`src/rtl/rstseq_pkg.sv`:
```
// Shared types and constants for the staged reset sequencer.
package rstseq_pkg;

  localparam int unsigned STATE_W = 3;

  typedef enum logic [STATE_W-1:0] {
    RESET     = 3'd0,
    WAIT_LOCK = 3'd1,
    RELEASE   = 3'd2,
    RUN       = 3'd3,
    HOLD      = 3'd4
  } rstseq_state_e;

endpackage

```
`src/rtl/rstseq_sync.sv`:
```
// Two-flop synchronizer, asynchronous active-low reset to 0.
module rstseq_sync (
  input  logic clk_i,
  input  logic rst_ni,
  input  logic d_i,
  output logic q_o
);

  logic meta_q, meta_d;
  logic sync_q, sync_d;

  // Next values: shift the asynchronous input down the chain
  always_comb begin
    meta_d = d_i;
    sync_d = meta_q;
  end

  // Synchronizer flops
  always_ff @(posedge clk_i or negedge rst_ni) begin
    if (!rst_ni) begin
      meta_q <= 1'b0;
      sync_q <= 1'b0;
    end else begin
      meta_q <= meta_d;
      sync_q <= sync_d;
    end
  end

  assign q_o = sync_q;

endmodule

```
`src/rtl/rst_sequencer.sv`:
```
// Staged reset sequencer: waits for a stable PLL lock, then releases the
// domain resets one by one; lock loss or a software request restarts it.
// Optional lock watchdog enabled by defining RSTSEQ_WDT_EN.
module rst_sequencer
  import rstseq_pkg::*;
#(
  parameter int unsigned N_DOMAINS    = 4,
  parameter int unsigned LOCK_CYCLES  = 16,
  parameter int unsigned STAGE_CYCLES = 8,
  parameter int unsigned HOLD_CYCLES  = 4,
  parameter int unsigned WDT_CYCLES   = 1024
) (
  input  logic                 clk_i,
  input  logic                 rst_ni,
  input  logic                 pll_lock_i,
  input  logic                 test_mode_i,
  input  logic                 sw_rst_req_i,
  output logic [N_DOMAINS-1:0] rst_no,
  output logic                 ready_o,
  output logic [STATE_W-1:0]   state_o,
  output logic                 lock_lost_o,
  output logic                 lock_timeout_o
);

  localparam int unsigned LockW  = $clog2(LOCK_CYCLES + 1);
  localparam int unsigned StageW = $clog2(STAGE_CYCLES + 1);
  localparam int unsigned HoldW  = $clog2(HOLD_CYCLES + 1);

  // Reject degenerate configurations at elaboration
  if (N_DOMAINS == 0 || LOCK_CYCLES == 0 || STAGE_CYCLES == 0 ||
      HOLD_CYCLES == 0 || WDT_CYCLES == 0) begin : g_bad_params
    $error("rst_sequencer: all domain/cycle parameters must be >= 1");
  end

  logic lock_s;

  rstseq_state_e        state_q, state_d;
  logic [N_DOMAINS-1:0] rst_q, rst_d;
  logic                 ready_q, ready_d;
  logic                 lock_lost_q, lock_lost_d;
  logic [LockW-1:0]     lock_cnt_q, lock_cnt_d;
  logic [StageW-1:0]    stage_cnt_q, stage_cnt_d;
  logic [HoldW-1:0]     hold_cnt_q, hold_cnt_d;

  rstseq_sync u_lock_sync (
    .clk_i  (clk_i),
    .rst_ni (rst_ni),
    .d_i    (pll_lock_i),
    .q_o    (lock_s)
  );

  // Next-state and output logic; counters default to cleared outside their state
  always_comb begin
    state_d     = state_q;
    rst_d       = rst_q;
    ready_d     = ready_q;
    lock_lost_d = lock_lost_q;
    lock_cnt_d  = '0;
    stage_cnt_d = '0;
    hold_cnt_d  = '0;

    unique case (state_q)
      RESET: begin
        state_d = WAIT_LOCK;
        rst_d   = '0;
        ready_d = 1'b0;
      end

      WAIT_LOCK: begin
        rst_d   = '0;
        ready_d = 1'b0;
        if (lock_s) begin
          if (lock_cnt_q >= LockW'(LOCK_CYCLES - 1)) begin
            rst_d = N_DOMAINS'(1);
            if (N_DOMAINS == 1) begin
              state_d = RUN;
              ready_d = 1'b1;
            end else begin
              state_d = RELEASE;
            end
          end else begin
            lock_cnt_d = lock_cnt_q + LockW'(1);
          end
        end
      end

      RELEASE, RUN: begin
        if (!lock_s) begin
          // lock loss takes priority over a coincident software request
          state_d     = WAIT_LOCK;
          rst_d       = '0;
          ready_d     = 1'b0;
          lock_lost_d = 1'b1;
        end else if (sw_rst_req_i) begin
          state_d = HOLD;
          rst_d   = '0;
          ready_d = 1'b0;
        end else if (state_q == RELEASE) begin
          if (stage_cnt_q >= StageW'(STAGE_CYCLES - 1)) begin
            rst_d = N_DOMAINS'({rst_q, 1'b1});
            if (rst_d[N_DOMAINS-1]) begin
              state_d = RUN;
              ready_d = 1'b1;
            end
          end else begin
            stage_cnt_d = stage_cnt_q + StageW'(1);
          end
        end
      end

      HOLD: begin
        rst_d   = '0;
        ready_d = 1'b0;
        if (hold_cnt_q >= HoldW'(HOLD_CYCLES - 1)) begin
          state_d = WAIT_LOCK;
        end else begin
          hold_cnt_d = hold_cnt_q + HoldW'(1);
        end
      end

      default: begin
        state_d = RESET;
        rst_d   = '0;
        ready_d = 1'b0;
      end
    endcase
  end

  // FSM state register
  always_ff @(posedge clk_i or negedge rst_ni) begin
    if (!rst_ni) begin
      state_q <= RESET;
    end else begin
      state_q <= state_d;
    end
  end

  // Output and counter registers
  always_ff @(posedge clk_i or negedge rst_ni) begin
    if (!rst_ni) begin
      rst_q       <= '0;
      ready_q     <= 1'b0;
      lock_lost_q <= 1'b0;
      lock_cnt_q  <= '0;
      stage_cnt_q <= '0;
      hold_cnt_q  <= '0;
    end else begin
      rst_q       <= rst_d;
      ready_q     <= ready_d;
      lock_lost_q <= lock_lost_d;
      lock_cnt_q  <= lock_cnt_d;
      stage_cnt_q <= stage_cnt_d;
      hold_cnt_q  <= hold_cnt_d;
    end
  end

`ifdef RSTSEQ_WDT_EN
  localparam int unsigned WdtW = $clog2(WDT_CYCLES + 1);

  logic [WdtW-1:0] wdt_cnt_q, wdt_cnt_d;
  logic            lock_timeout_q, lock_timeout_d;

  // Watchdog: count cycles in WAIT_LOCK, flag at the limit, clear when release starts
  always_comb begin
    wdt_cnt_d      = '0;
    lock_timeout_d = lock_timeout_q;
    if (state_q == WAIT_LOCK) begin
      if (wdt_cnt_q < WdtW'(WDT_CYCLES)) begin
        wdt_cnt_d = wdt_cnt_q + WdtW'(1);
      end else begin
        wdt_cnt_d = wdt_cnt_q;
      end
      if (wdt_cnt_d == WdtW'(WDT_CYCLES)) begin
        lock_timeout_d = 1'b1;
      end
      if (state_d != WAIT_LOCK) begin
        lock_timeout_d = 1'b0;
      end
    end
  end

  // Watchdog registers
  always_ff @(posedge clk_i or negedge rst_ni) begin
    if (!rst_ni) begin
      wdt_cnt_q      <= '0;
      lock_timeout_q <= 1'b0;
    end else begin
      wdt_cnt_q      <= wdt_cnt_d;
      lock_timeout_q <= lock_timeout_d;
    end
  end

  assign lock_timeout_o = lock_timeout_q;
`else
  assign lock_timeout_o = 1'b0;
`endif

  // Test mode hands the domain resets straight to the pad reset
  assign rst_no      = test_mode_i ? {N_DOMAINS{rst_ni}} : rst_q;
  assign ready_o     = ready_q;
  assign state_o     = state_q;
  assign lock_lost_o = lock_lost_q;

endmodule

```
`config.mk`:
```
export PLATFORM = sky130hd
export DESIGN_NAME = rst_sequencer
export DESIGN_NICKNAME = d
export VERILOG_FILES = /design/src/rtl/rstseq_pkg.sv /design/src/rtl/rstseq_sync.sv /design/src/rtl/rst_sequencer.sv
export SDC_FILE = /design/constraint.sdc
export NUM_CORES = 1
export LEC_CHECK = 0
export BUFFER_PORTS_ARGS = -buffer_cell sky130_fd_sc_hd__buf_2
export CAP_MARGIN = 10
export CORE_UTILIZATION = 35
export CTS_BUF_LIST = sky130_fd_sc_hd__clkbuf_8
export DETAILED_ROUTE_END_ITERATION = 10
export HOLD_SLACK_MARGIN = 0.02
export PLACE_DENSITY = 0.55
export SLEW_MARGIN = 10
export SYNTH_ARGS = -nofsm -noshare
export SYNTH_HDL_FRONTEND = slang
export SYNTH_SLANG_ARGS = --single-unit
export TNS_END_PERCENT = 50
```
`constraint.sdc`:
```
create_clock -name clk_i -period 3.4 [get_ports clk_i]
set_clock_uncertainty 0.05 [all_clocks]
set_input_delay 0.34 -clock clk_i [delete_from_list [all_inputs] [get_ports clk_i]]
set_output_delay 0.34 -clock clk_i [all_outputs]
set_load 0.005 [all_outputs]
```
**Yosys cells after proc, flatten, opt, wreduce, memory -nomap -nowiden**

Index checks and enable logic that the tools add are counted.
Widths: inputs -> output; s select.

- Bits in writable memories: 0
- Flip-flop bits (word level): 23
- Logic and storage cells: 65
- Bits of input ports: 5
- Bits in latches: 0
- Memories: 0
- ROM bits: 0

- Reductions and logical operators: 6
- Order comparisons: 3
- Bitwise operators: 1
- Add/sub/neg operators: 3
- Eq/ne operators: 10
- Shift operators: 0
- Div/mod/pow operators: 0
- Mux-type cells: 33
- Multiply operators: 0

Operators with widths:

| kind | number |
|---|---|
| $mux 4 | 10 |
| $mux 3 | 10 |
| $mux 5 | 3 |
| $ne 4x4->1 const B | 3 |
| $pmux 3 s4 | 1 |
| $mux 1 | 8 |
| $pmux 4 s2 | 1 |
| $eq 3x2->1 const B | 2 |
| $reduce_and 6->1 | 1 |
| $add 5x1->5 const B | 1 |
| $ge 5x4->1 const B | 1 |
| $add 4x1->4 const B | 1 |
| $ge 4x3->1 const B | 1 |
| $ne 2x2->1 const B | 2 |
| $reduce_and 2->1 | 2 |
| $add 3x1->3 const B | 1 |
| $eq 3x1->1 const B | 1 |
| $eq 3x3->1 const B | 1 |
| $ge 3x2->1 const B | 1 |
| $logic_not 3->1 | 1 |
| $reduce_and 3->1 | 1 |
| $ne 2x1->1 const B | 1 |
| $reduce_or 2->1 | 1 |
| $not 1->1 | 1 |

**Logic depth before layout (Yosys ltp)**

Gate-level depths: netlist of the first run.

- Depth in word-level cells: 6
- Gate-level depth with buffers: 6
- Gate-level depth less buffers: 6

**Hierarchy**

A second synthesis of the first run with hierarchy kept.

- Cells, all modules: 102
- Area, all modules: 1,049.8 µm²

Modules (own cells, without submodules):

| module | cells an instance | area each (µm²) | instances | seq. area each (µm²) |
|---|---|---|---|---|
| rst_sequencer | 100 | 999.7 | 1 | 525.5 |
| rstseq_sync | 2 | 50.0 | 1 | 50.0 |

**Least setup slack after synthesis of the first run**

OpenSTA, ideal clock, no wires.

- Kind: flip-flop to flip-flop
- Start: register lock_cnt_q[0]
- End: register lock_cnt_q[2]
- Arrival: 1.439 ns
- Path buffers: 0
- Clock period less this slack: 1.561 ns
- Required time: 3.278 ns
- Setup slack: 1.839 ns
- Cell stages (with the launch flop): 7
- Path through: dfrtp_1 > ha_1 > and3_1 > ha_1 > a211oi_4 > nand2_1 > nor2_1

- Longest elaborated chain between the ends: 4

RTL lines:

| element | RTL line | source |
|---|---|---|
| start, declared | rst_sequencer.sv:41 | `logic [LockW-1:0] lock_cnt_q, lock_cnt_d;` |
| start signal, assigned | rst_sequencer.sv:151 | `lock_cnt_q <= lock_cnt_d;` |
| $add 5x1->5 / $ge 5x4->1 (equally long branches) | rst_sequencer.sv:82, rst_sequencer.sv:73 |  |
| $mux 5 (*) | rst_sequencer.sv:73 | `if (lock_cnt_q >= LockW'(LOCK_CYCLES - 1)) begin` |
| $mux 5 (*) | rst_sequencer.sv:72 | `if (lock_s) begin` |
| $mux 5 (*) | rst_sequencer.sv:62 | `unique case (state_q)` |
| via lock_cnt_d[2] | rst_sequencer.sv:41 |  |

Mark *: on every way through the listed nets, which the timed path passes. The rest lies on a longest branch.
A chain may end at the register's enable or synchronous reset.

**Worst setup path in the final report of the first run**

- Start: input port rst_ni
- End: output port rst_no[2]

- Longest elaborated chain between the ends: 1

RTL lines:

| element | RTL line | source |
|---|---|---|
| start, declared | rst_sequencer.sv:14 | `input logic rst_ni,` |
| $mux 4 | rst_sequencer.sv:199 | `assign rst_no = test_mode_i ? {N_DOMAINS{rst_ni}} : rst_q;` |
| end, declared | rst_sequencer.sv:18 | `output logic [N_DOMAINS-1:0] rst_no,` |

No other way between the ends.

==> results.md, run 1 <==
* Worst-Skew Late Latency at 0.26 ns
* Root buf cell: clkbuf_8
* Max Buffers Root-to-Sink at 2
* Leak at 0.593 nW
* Syn avg cell area at 10.5 um^2
* Post-synthesis mux area share at 0%
* Netlist area before placement at 1070 um^2
* Pin count of the biggest net entering global routing at 25
* Number of synthesized flops with an enable pin at 0
* Reg clk slew, reported paths at 0.08 ns
* Post-CTS sizing at 0
* Placer Congestion at 0.728
* Synthesis-stage register bit count at 23
* Core region area at 2830 um^2
* Violated checks: design-rule violations
* Chip height at 57.4 um
* All-Layer GR Usage at 12.7%
* Slowest stage delay, CP at 0.52 ns
* Final hold vios at 0
* Final min period at 2.11 ns
* Tcrit/Tclk final at 62.1%
* Layout cells sized above 1 at 19.0%
* Worst vdd ir at 0.347 mV
* CTS Buf Count at 3
* Antenna viol nets, final at 0
* Syn nets at 112
* Vias in the first global route at 699
* CTS tree: yes
* Final wirelength at 1.82 mm
* Worst EP arrival at 1.72 ns
* Vias per cell at 5.05
* CP delay by family, top: buffers and inverters
* Worst-path cell chain: dlygate4sd3_1 > buf_2 > nand2_1 > o21ai_0 > buf_2
* Startpoint Class: input port
* Max_cap viols at 0
* Critical Path End Type: primary output
* First DRT Iteration DRCs at 16
* Slew HR at 65.1%
* Synthesis-to-finish area growth at 12.0%
* Status: finished, violations left
* Layout Nets at 127
* Crit path max fanout at 24
* Final setup violation count at 0
* CP max stage cell: dlygate4sd3_1
* Sequential area share after synthesis at 53.6%
* Rows at 19
* Critical path buffers and inverters at 3
* Adder-cell share of the synthesized area at 5.83%
* CTS Sinks at 23
* Remaining routing DRC violations at 5
* I/O Pins at 15
* Most used cell along the critical path: buf_2
* Distinct cells, synth at 30
* Synth Area in Compound Gates at 13.5%
* Hold buffers post-CTS at 1
* H-tree Lvls at 1
* Wire per inst at 12.4 um
* Worst slew pin tran at 0.524 ns
* CP Data Required Time at 3.01 ns
* Initial antenna violation count at 0
* Initial core utilization at 37.9%
* Synth Flop Type: dfrtp_1
* Synth Area in XOR/XNOR at 1.63%
* Global-route wire length before repair at 3.17 mm
* Power density cells at 390 nW/um^2
* Unrepaired setup endpoints after global routing: false
* Setup TNS at 0 ns
* Final Power at 0.469 mW
* Port buffer count at 13
* Via Count at 742
* Final HPWL DP at 1.27 mm
* Fmax at 474 MHz
* Die area at 3290 um^2
* Largest family of logic cells by synthesized area: simple AND/OR/NAND/NOR gates
* First-pass detailed-route iteration total at 7
* # diodes at 0
* Mapped Cells at 102
* Post-synth ARST share at 100%
* Setup bufs post-CTS at 0
* Synth warn at 0
* Total grt overflow at 0
* Worst hold path type: in2reg
* DIE WIDTH at 57.4 um
* Area share of and/or/nand/nor cells after synthesis at 19.7%
* Final Max Slew Viols at 0
* Crit Path Class: in2out
-- where the power goes --
part / internal, mW / total, mW / switching (mW)
Combinational: 0.00868 / 0.0212 / 0.0125
Clock: 0.0817 / 0.168 / 0.0858
Sequential: 0.277 / 0.280 / 0.00313
Total: 0.368 / 0.469 / 0.101
-- cells in the final DEF, fill, tap and decap left out, drive strengths merged, types with 2 or more instances in the layout --
cell     n
a211oi   2
a21oi    7
and3     5
buf     13
clkbuf   3
dfrtp   23
ha       5
inv      7
nand2    7
nand2b   2
nand3    2
nor2    12
nor4     2
o21ai   10
xnor2    2
-- flip-flops by register name (all words and copies together), names as in the netlist --
register and count:
lock_lost_o 1, state_o 3, rst_q 4, u_lock_sync.meta_q 1, ready_o 1, stage_cnt_q 4, lock_cnt_q 5, u_lock_sync.q_o 1
hold_cnt_q 3
-- stage by stage --
stage | worst slack, ns | hold WS [ns] | instances | util (%) | area [um^2]
2_1_floorplan | 1.84 | -0.00559 | 102 | - | 1070
3_3_place_gp | 1.76 | 0.284 | 142 | 40.5 | 1150
3_5_place_dp | 1.72 | 0.292 | 142 | 40.5 | 1150
4_1_cts | 1.22 | 0.127 | 147 | 42.5 | 1200
5_1_grt | 1.07 | 0.125 | 147 | 42.5 | 1200
6_report | 1.29 | 0.131 | 147 | 42.5 | 1200
-- worst paths after layout --
check,start,cells past startpoint,endpoint,slack (ns)
worst max-delay path,rst_ni,5,rst_no[2],1.29
worst min-delay path,pll_lock_i,1,u_lock_sync.meta_q,0.13
worst max register to register,lock_cnt_q[0],6,lock_cnt_q[2],1.70
worst min register to register,u_lock_sync.meta_q,0,u_lock_sync.q_o,0.31
max in group asynchronous,rst_ni,2,u_lock_sync.meta_q,2.42
min in group asynchronous,rst_ni,2,hold_cnt_q[1],0.53
-- cell families (layout without fill, tap and decap cells) --
group,count (synthesis),count (layout)
compound gates,23,23
flops,23,23
other cells,1,1
simple gates,37,37
fa+ha+maj,5,5
buf+inv,11,25
xor+xnor,2,2
-- area by class of cell --
cell class,count,area (um^2)
Tap cell,31,38.8
Timing Repair Buffer,14,75.1
Fill cell,271,1630
Sequential cell,23,576
Clock inverter,1,5.00
Inverter,7,26.3
Multi-Input combinational cell,68,440
Clock buffer,3,41.3
-- worst reg2reg max path, delay by kind of cell, from the launching register on --
family          cells  cell delay [ns]
compound gates      1             0.30
simple gates        3             0.45
flops               1             0.40
fa+ha+maj           2             0.43
-- synthesized netlist by cell type, types with 2 or more instances --
cell type	number	area, um^2
ha_1	5	62.6
xnor2_1	2	17.5
nor2_1	12	45.0
o21ai_0	10	50.1
inv_1	7	26.3
nand2b_1	2	12.5
nand2_1	7	26.3
a21oi_1	7	35.0
buf_4	2	15.0
nor4_1	2	12.5
dfrtp_1	23	576
nand3_1	2	10.0
and3_1	4	25.0
-- routing by layer --
layer | track usage, % | wire (um) | up-vias
li1 | - | - | 379
met1 | 16.6 | 849 | 343
met2 | 20.4 | 873 | 18
met3 | 4.76 | 83 | 2
met4 | 2.09 | 13 | 0
met5 | 0 | 0 | -
No activity file was read; power rests on OpenSTA's default activity.
==> run 2, diff against run 1 <==
Clock period 3.4 ns to 2.2 ns, I/O delays scaled along.
==> results.md, run 2 (synthesized netlist as in run 1, its figures left out) <==
* Status: finished, violations left (unchanged)
* Violated checks: design-rule violations (unchanged)
* Layout cells sized above 1 at 18.6% (was 19.0%)
* Synthesis-to-finish area growth at 13.5% (was 12.0%)
* Worst vdd ir at 0.341 mV (was 0.347 mV)
* Total grt overflow at 0 (unchanged)
* Max_cap viols at 0 (unchanged)
* Rows at 19 (unchanged)
* Biggest register: lock_cnt_q (unchanged)
* Power density cells at 587 nW/um^2 (was 390 nW/um^2)
* Fmax at 589 MHz
* Final setup violation count at 0 (unchanged)
* Final Max Slew Viols at 0 (unchanged)
* Startpoint Class: register (was input port)
* Setup TNS at 0 ns (unchanged)
* Critical path buffers and inverters at 0 (was 3)
* Layout Nets at 129 (was 127)
* Routed met2 length at 859 um (was 873 um)
* Largest register FFs at 5 (unchanged)
* Wire per inst at 11.9 um (was 12.4 um)
* Hold path start: sw_rst_req_i (was pll_lock_i)
* Most used cell along the critical path: ha_1 (was buf_2)
* Port buffer count at 13 (unchanged)
* Final wirelength at 1.77 mm (was 1.82 mm)
* Critical Path End Type: register (was primary output)
* Unrepaired setup endpoints after global routing: false (unchanged)
* CTS tree: yes (unchanged)
* Worst hold path type: in2reg (unchanged)
* Worst Hold Depth at 3 (was 1)
* CP Data Required Time at 2.34 ns (was 3.01 ns)
* # diodes at 0 (unchanged)
* Initial antenna violation count at 0 (unchanged)
* Worst-path cell chain: ha_1 > and3_1 > ha_1 > a211oi_4 > nand2_1 > nor2_1 (was dlygate4sd3_1 > buf_2 > nand2_1 > o21ai_0 > buf_2)
* I/O Pins at 15 (unchanged)
* Placed cell area at 1150 um^2 (about the same)
* Global-route wire length before repair at 3.04 mm (was 3.17 mm)
* Worst-Skew Late Latency at 0.25 ns (was 0.26 ns)
* Vias per cell at 5.05 (about the same)
* DR top layer: met4 (unchanged)
* Fin area at 1220 um^2 (was 1200 um^2)
* All-Layer GR Usage at 11.7% (was 12.7%)
* Hold WS at 0.188 ns (was 0.131 ns)
* Reg clk slew, reported paths at 0.08 ns (about the same)
* Via Count at 753 (was 742)
* Crit path max fanout at 6 (was 24)
* Max Buffers Root-to-Sink at 2 (unchanged)
* Crit Path Class: reg2reg (was in2out)
* Tcrit/Tclk final at 77.2%
* FILL cells at 287 (was 271)
* Worst EP arrival at 1.84 ns (was 1.72 ns)
* Core region area at 2830 um^2 (unchanged)
* Final min period at 1.70 ns
* CTS Buf Count at 3 (unchanged)
* Final hold vios at 0 (unchanged)
* Biggest regs: lock_cnt_q: 5 flops, rst_q: 4 flops, stage_cnt_q: 4 flops (unchanged)
* Most frequent cells in the layout: dfrtp_1 (23), buf_2 (13), nor2_1 (12) (unchanged)
* Remaining routing DRC violations at 6 (was 5)
* Final HPWL DP at 1.29 mm (was 1.27 mm)
* Commonest non-fill, non-tap cell in the layout: dfrtp_1 (unchanged)
* Critical path depth at 6 (was 5)
* Met3 WL at 47 um (was 83 um)
* DIE WIDTH at 57.4 um (unchanged)
* CP delay by family, top: simple AND/OR/NAND/NOR gates (was buffers and inverters)
* Slowest stage delay, CP at 0.40 ns (was 0.52 ns)
* Post-CTS sizing at 0 (unchanged)
* First DRT Iteration DRCs at 20 (was 16)
* Root buf cell: clkbuf_8 (unchanged)
* Vias in the first global route at 727 (was 699)
* Chip height at 57.4 um (unchanged)
* Hold buffers post-CTS at 2 (was 1)
* Met1 Wirelength at 849 um (unchanged)
* Initial core utilization at 37.9% (unchanged)
* Pin count of the biggest net entering global routing at 24 (was 25)
* Die area at 3290 um^2 (unchanged)
* Setup bufs post-CTS at 0 (unchanged)
* CP max stage cell: dfrtp_1 (was dlygate4sd3_1)
* R2r startpoint: lock_cnt_q[0] (unchanged)
* CTS Sinks at 23 (unchanged)
* H-tree Lvls at 1 (unchanged)
* Antenna viol nets, final at 0 (unchanged)
* Worst setup path start: lock_cnt_q[0] (was rst_ni)
* Cells on worst reg2reg path at 6 (unchanged)
* Placer Congestion at 0.749 (was 0.728)
* First-pass detailed-route iteration total at 7 (unchanged)
* Leak at 0.604 nW (was 0.593 nW)
## run 2: changes by cell type in the layout (fill, tap and decap cells not counted)
cell	change
buf_4	+1
clkinv_2	-1
dlygate4sd3_1	+1
inv_1	+1
## run 2: metrics by stage
step / util (%) / worst slack (ns) / power, mW / std cells
final: 43.1 / 0.502 / 0.715 / 149
after global routing: 43.1 / 0.375 / 0.751 / 149
after CTS: 43.1 / 0.491 / 0.730 / 149
after detailed placement: 40.8 / 0.509 / 0.476 / 143
after global placement: 40.8 / 0.556 / 0.475 / 143
after floorplan: - / 0.639 / 0.456 / 102
## run 2: worst paths after layout
| path | endpoint | slack, ns |
|---|---|---|
| worst min-delay path | state_o[2] | 0.19 |
| worst min register to register | u_lock_sync.q_o | 0.31 |
| worst max-delay path | lock_cnt_q[2] | 0.50 |
| worst max register to register | lock_cnt_q[2] | 0.50 |
| min in group asynchronous | hold_cnt_q[0] | 0.44 |
| max in group asynchronous | stage_cnt_q[0] | 1.44 |
## run 2: area by class of cell
class | count | area (um^2) | area share (%)
Clock inverter | 1 | 3.75 | 0.308
Clock buffer | 3 | 41.3 | 3.39
Sequential cell | 23 | 576 | 47.2
Inverter | 7 | 26.3 | 2.16
Timing Repair Buffer | 16 | 92.6 | 7.60
Tap cell | 31 | 38.8 | 3.18
Multi-Input combinational cell | 68 | 440 | 36.1
## run 2: worst reg2reg max path, delay by kind of cell (launching register included)
| kind | cells | cell delay (ns) |
|---|---|---|
| DFF | 1 | 0.40 |
| and+or+nand+nor | 3 | 0.45 |
| adders and majority gates | 2 | 0.43 |
| AOI/OAI and AO/OA | 1 | 0.30 |
## run 2: power by group
| group | internal, mW | switching, mW |
|---|---|---|
| clock network | 0.124 | 0.123 |
| registers | 0.429 | 0.00435 |
| logic | 0.0159 | 0.0198 |
## run 2: layer usage
metal  up-vias  GRT usage, %
met5         -             0
met4         0          4.18
met3         2          1.36
met2        10          20.3
met1       359          15.2
li1        382             -
==> run 3, diff against run 2 <==
Settings changed: PLACE_DENSITY 0.55 to 0.57.
Clock period 2.2 ns to 1.4 ns, I/O delays scaled along.
==> results.md, run 3 (synthesized netlist as in run 1, its figures left out) <==
* CP delay by family, top: simple AND/OR/NAND/NOR gates (unchanged)
* Final min period at 1.53 ns (was 1.70 ns)
* # diodes at 0 (unchanged)
* Placer Congestion at 0.829 (was 0.749)
* Cells on worst reg2reg path at 6 (unchanged)
* Worst Hold Depth at 3 (unchanged)
* Core region area at 2830 um^2 (unchanged)
* Final wirelength at 2.03 mm (was 1.77 mm)
* Largest register FFs at 5 (unchanged)
* Via Count at 831 (was 753)
* I/O Pins at 15 (unchanged)
* Biggest register: lock_cnt_q (unchanged)
* First-pass detailed-route iteration total at 9 (was 7)
* Leak at 0.676 nW (was 0.604 nW)
* R2r startpoint: lock_cnt_q[1] (was lock_cnt_q[0])
* R2r setup slk at -0.13 ns (was 0.50 ns)
* Pin count of the biggest net entering global routing at 24 (unchanged)
* Final worst slack at -0.128 ns (was 0.502 ns)
* CP max stage cell: dfrtp_1 (unchanged)
* Initial antenna violation count at 0 (unchanged)
* Hold WS at 0.104 ns (was 0.188 ns)
* Power density cells at 835 nW/um^2 (was 587 nW/um^2)
* DIE WIDTH at 57.4 um (unchanged)
* Worst-path cell chain: ha_2 > and3_4 > ha_4 > a211oi_4 > nand2_2 > nor2_2 (was ha_1 > and3_1 > ha_1 > a211oi_4 > nand2_1 > nor2_1)
* Fin area at 1380 um^2 (was 1220 um^2)
* Biggest regs: lock_cnt_q: 5 flops, rst_q: 4 flops, stage_cnt_q: 4 flops (unchanged)
* Hold path start: sw_rst_req_i (unchanged)
* Layout Nets at 144 (was 129)
* Placed cell area at 1270 um^2 (was 1150 um^2)
* Commonest non-fill, non-tap cell in the layout: dfrtp_1 (unchanged)
* Slowest stage delay, CP at 0.39 ns (was 0.40 ns)
* Max_cap viols at 0 (unchanged)
* Vias in the first global route at 850 (was 727)
* CTS Sinks at 23 (unchanged)
* Unrepaired setup endpoints after global routing: true (was false)
* WHS Endpoint: state_o[2] (unchanged)
* All-Layer GR Usage at 14.5% (was 11.7%)
* Layout Cells excl Fill at 164 (was 149)
* Chip height at 57.4 um (unchanged)
* Worst-Skew Late Latency at 0.26 ns (was 0.25 ns)
* Remaining routing DRC violations at 6 (unchanged)
* Final HPWL DP at 1.55 mm (was 1.29 mm)
* Total grt overflow at 0 (unchanged)
* Violated checks: design-rule violations, negative setup slack (was design-rule violations)
* Worst hold path type: in2reg (unchanged)
* CP Data Required Time at 1.55 ns (was 2.34 ns)
* CTS tree: yes (unchanged)
* Port buffer count at 13 (unchanged)
* Area of the multi-input gates at 487 um^2 (was 440 um^2)
* Worst EP arrival at 1.68 ns (was 1.84 ns)
* Final core occ at 48.7% (was 43.1%)
* Crit path max fanout at 6 (unchanged)
* Global-route wire length before repair at 3.62 mm (was 3.04 mm)
* Antenna viol nets, final at 0 (unchanged)
* CTS Buf Count at 3 (unchanged)
* Final hold vios at 0 (unchanged)
* Tcrit/Tclk final at 109% (was 77.2%)
* Reg2reg end: lock_cnt_q[0] (was lock_cnt_q[2])
* Crit Path Class: reg2reg (unchanged)
* H-tree Lvls at 1 (unchanged)
* Placed cells at 156 (was 143)
* Rows at 19 (unchanged)
* FILL cells at 261 (was 287)
* Status: finished, violations left (unchanged)
* Critical path buffers and inverters at 0 (unchanged)
* First DRT Iteration DRCs at 19 (was 20)
* Initial core utilization at 37.9% (unchanged)
* Critical Path End Type: register (unchanged)
* Most frequent cells in the layout: dfrtp_1 (23), buf_4 (16), buf_2 (13) (was dfrtp_1 (23), buf_2 (13), nor2_1 (12))
* Final Power at 1.15 mW (was 0.715 mW)
* Synthesis-to-finish area growth at 28.3% (was 13.5%)
* Final Max Slew Viols at 0 (unchanged)
* Die area at 3290 um^2 (unchanged)
* Worst vdd ir at 0.349 mV (was 0.341 mV)
* FF/Latch Area at 576 um^2 (unchanged)
* Layout cells sized above 1 at 36.1% (was 18.6%)
* Startpoint Class: register (unchanged)
* Wire per inst at 12.4 um (was 11.9 um)
* Max Buffers Root-to-Sink at 2 (unchanged)
* Reg clk slew, reported paths at 0.08 ns (about the same)
* Vias per cell at 5.07 (was 5.05)
* Fmax at 655 MHz (was 589 MHz)
* Root buf cell: clkbuf_8 (unchanged)
* Final setup violation count at 8 (was 0)
-- run 3: changes by cell type in the layout (fill, tap and decap cells not counted), moves of 2 or more --
cell     change
nand2_2      +2
buf_4       +15
nor2_1       -3
nor2_2       +3
nand2_1      -2
ha_1         -2
a21oi_2      +2
a21oi_1      -2
-- run 3: worst reg2reg max path: stages, from the launching register on --
cell      delay (ns)
dfrtp_1         0.39
ha_2            0.19
and3_4          0.18
ha_4            0.16
a211oi_4        0.25
nand2_2         0.12
nor2_2          0.12
-- run 3: per-layer routing --
layer | wire length [um] | up-vias | GRT usage (%)
li1 | - | 409 | -
met1 | 916 | 403 | 17.3
met2 | 1010 | 14 | 25.2
met3 | 75 | 5 | 2.72
met4 | 35 | 0 | 6.27
met5 | 0 | - | 0
-- run 3: worst max-delay path by stage --
stage	from	to	slack, ns	cells after the start
detailed placement	lock_cnt_q[1]	lock_cnt_q[0]	-0.12	6
global route	lock_cnt_q[1]	state_o[0]	-0.22	6
CTS	lock_cnt_q[1]	lock_cnt_q[0]	-0.14	6
finish	lock_cnt_q[1]	lock_cnt_q[0]	-0.13	6
global placement	lock_cnt_q[1]	lock_cnt_q[0]	-0.10	6
floorplan	lock_cnt_q[0]	lock_cnt_q[0]	-0.03	6
-- run 3: final cells by class --
type	instances	share of cell area, %
flip-flops and latches	23	41.8
multi-input cells	68	35.3
repair buffers	31	14.9
clock buffers	3	3.00
well taps	31	2.82
inverters	7	1.91
clock inverters	1	0.272
-- run 3: metrics by stage --
stage	TNS [ns]	setup WS, ns
CTS	-0.729	-0.138
floorplan	-0.0501	-0.0259
detailed placement	-0.636	-0.123
global placement	-0.522	-0.100
global route	-1.48	-0.222
finish	-0.801	-0.128
-- run 3: what timing repair did --
action,in CTS,in global routing
buffers inserted,1,1
hold endpoints to repair,24,0
resized for setup,0,8
hold buffers,2,0
pin swaps,2,0
endpoints found under the setup margin,8,15
-- run 3: where the power goes --
| part | total (mW) | internal [mW] | switching (mW) |
|---|---|---|---|
| Combinational | 0.0695 | 0.0340 | 0.0355 |
| Sequential | 0.681 | 0.674 | 0.00768 |
| Clock | 0.400 | 0.196 | 0.204 |
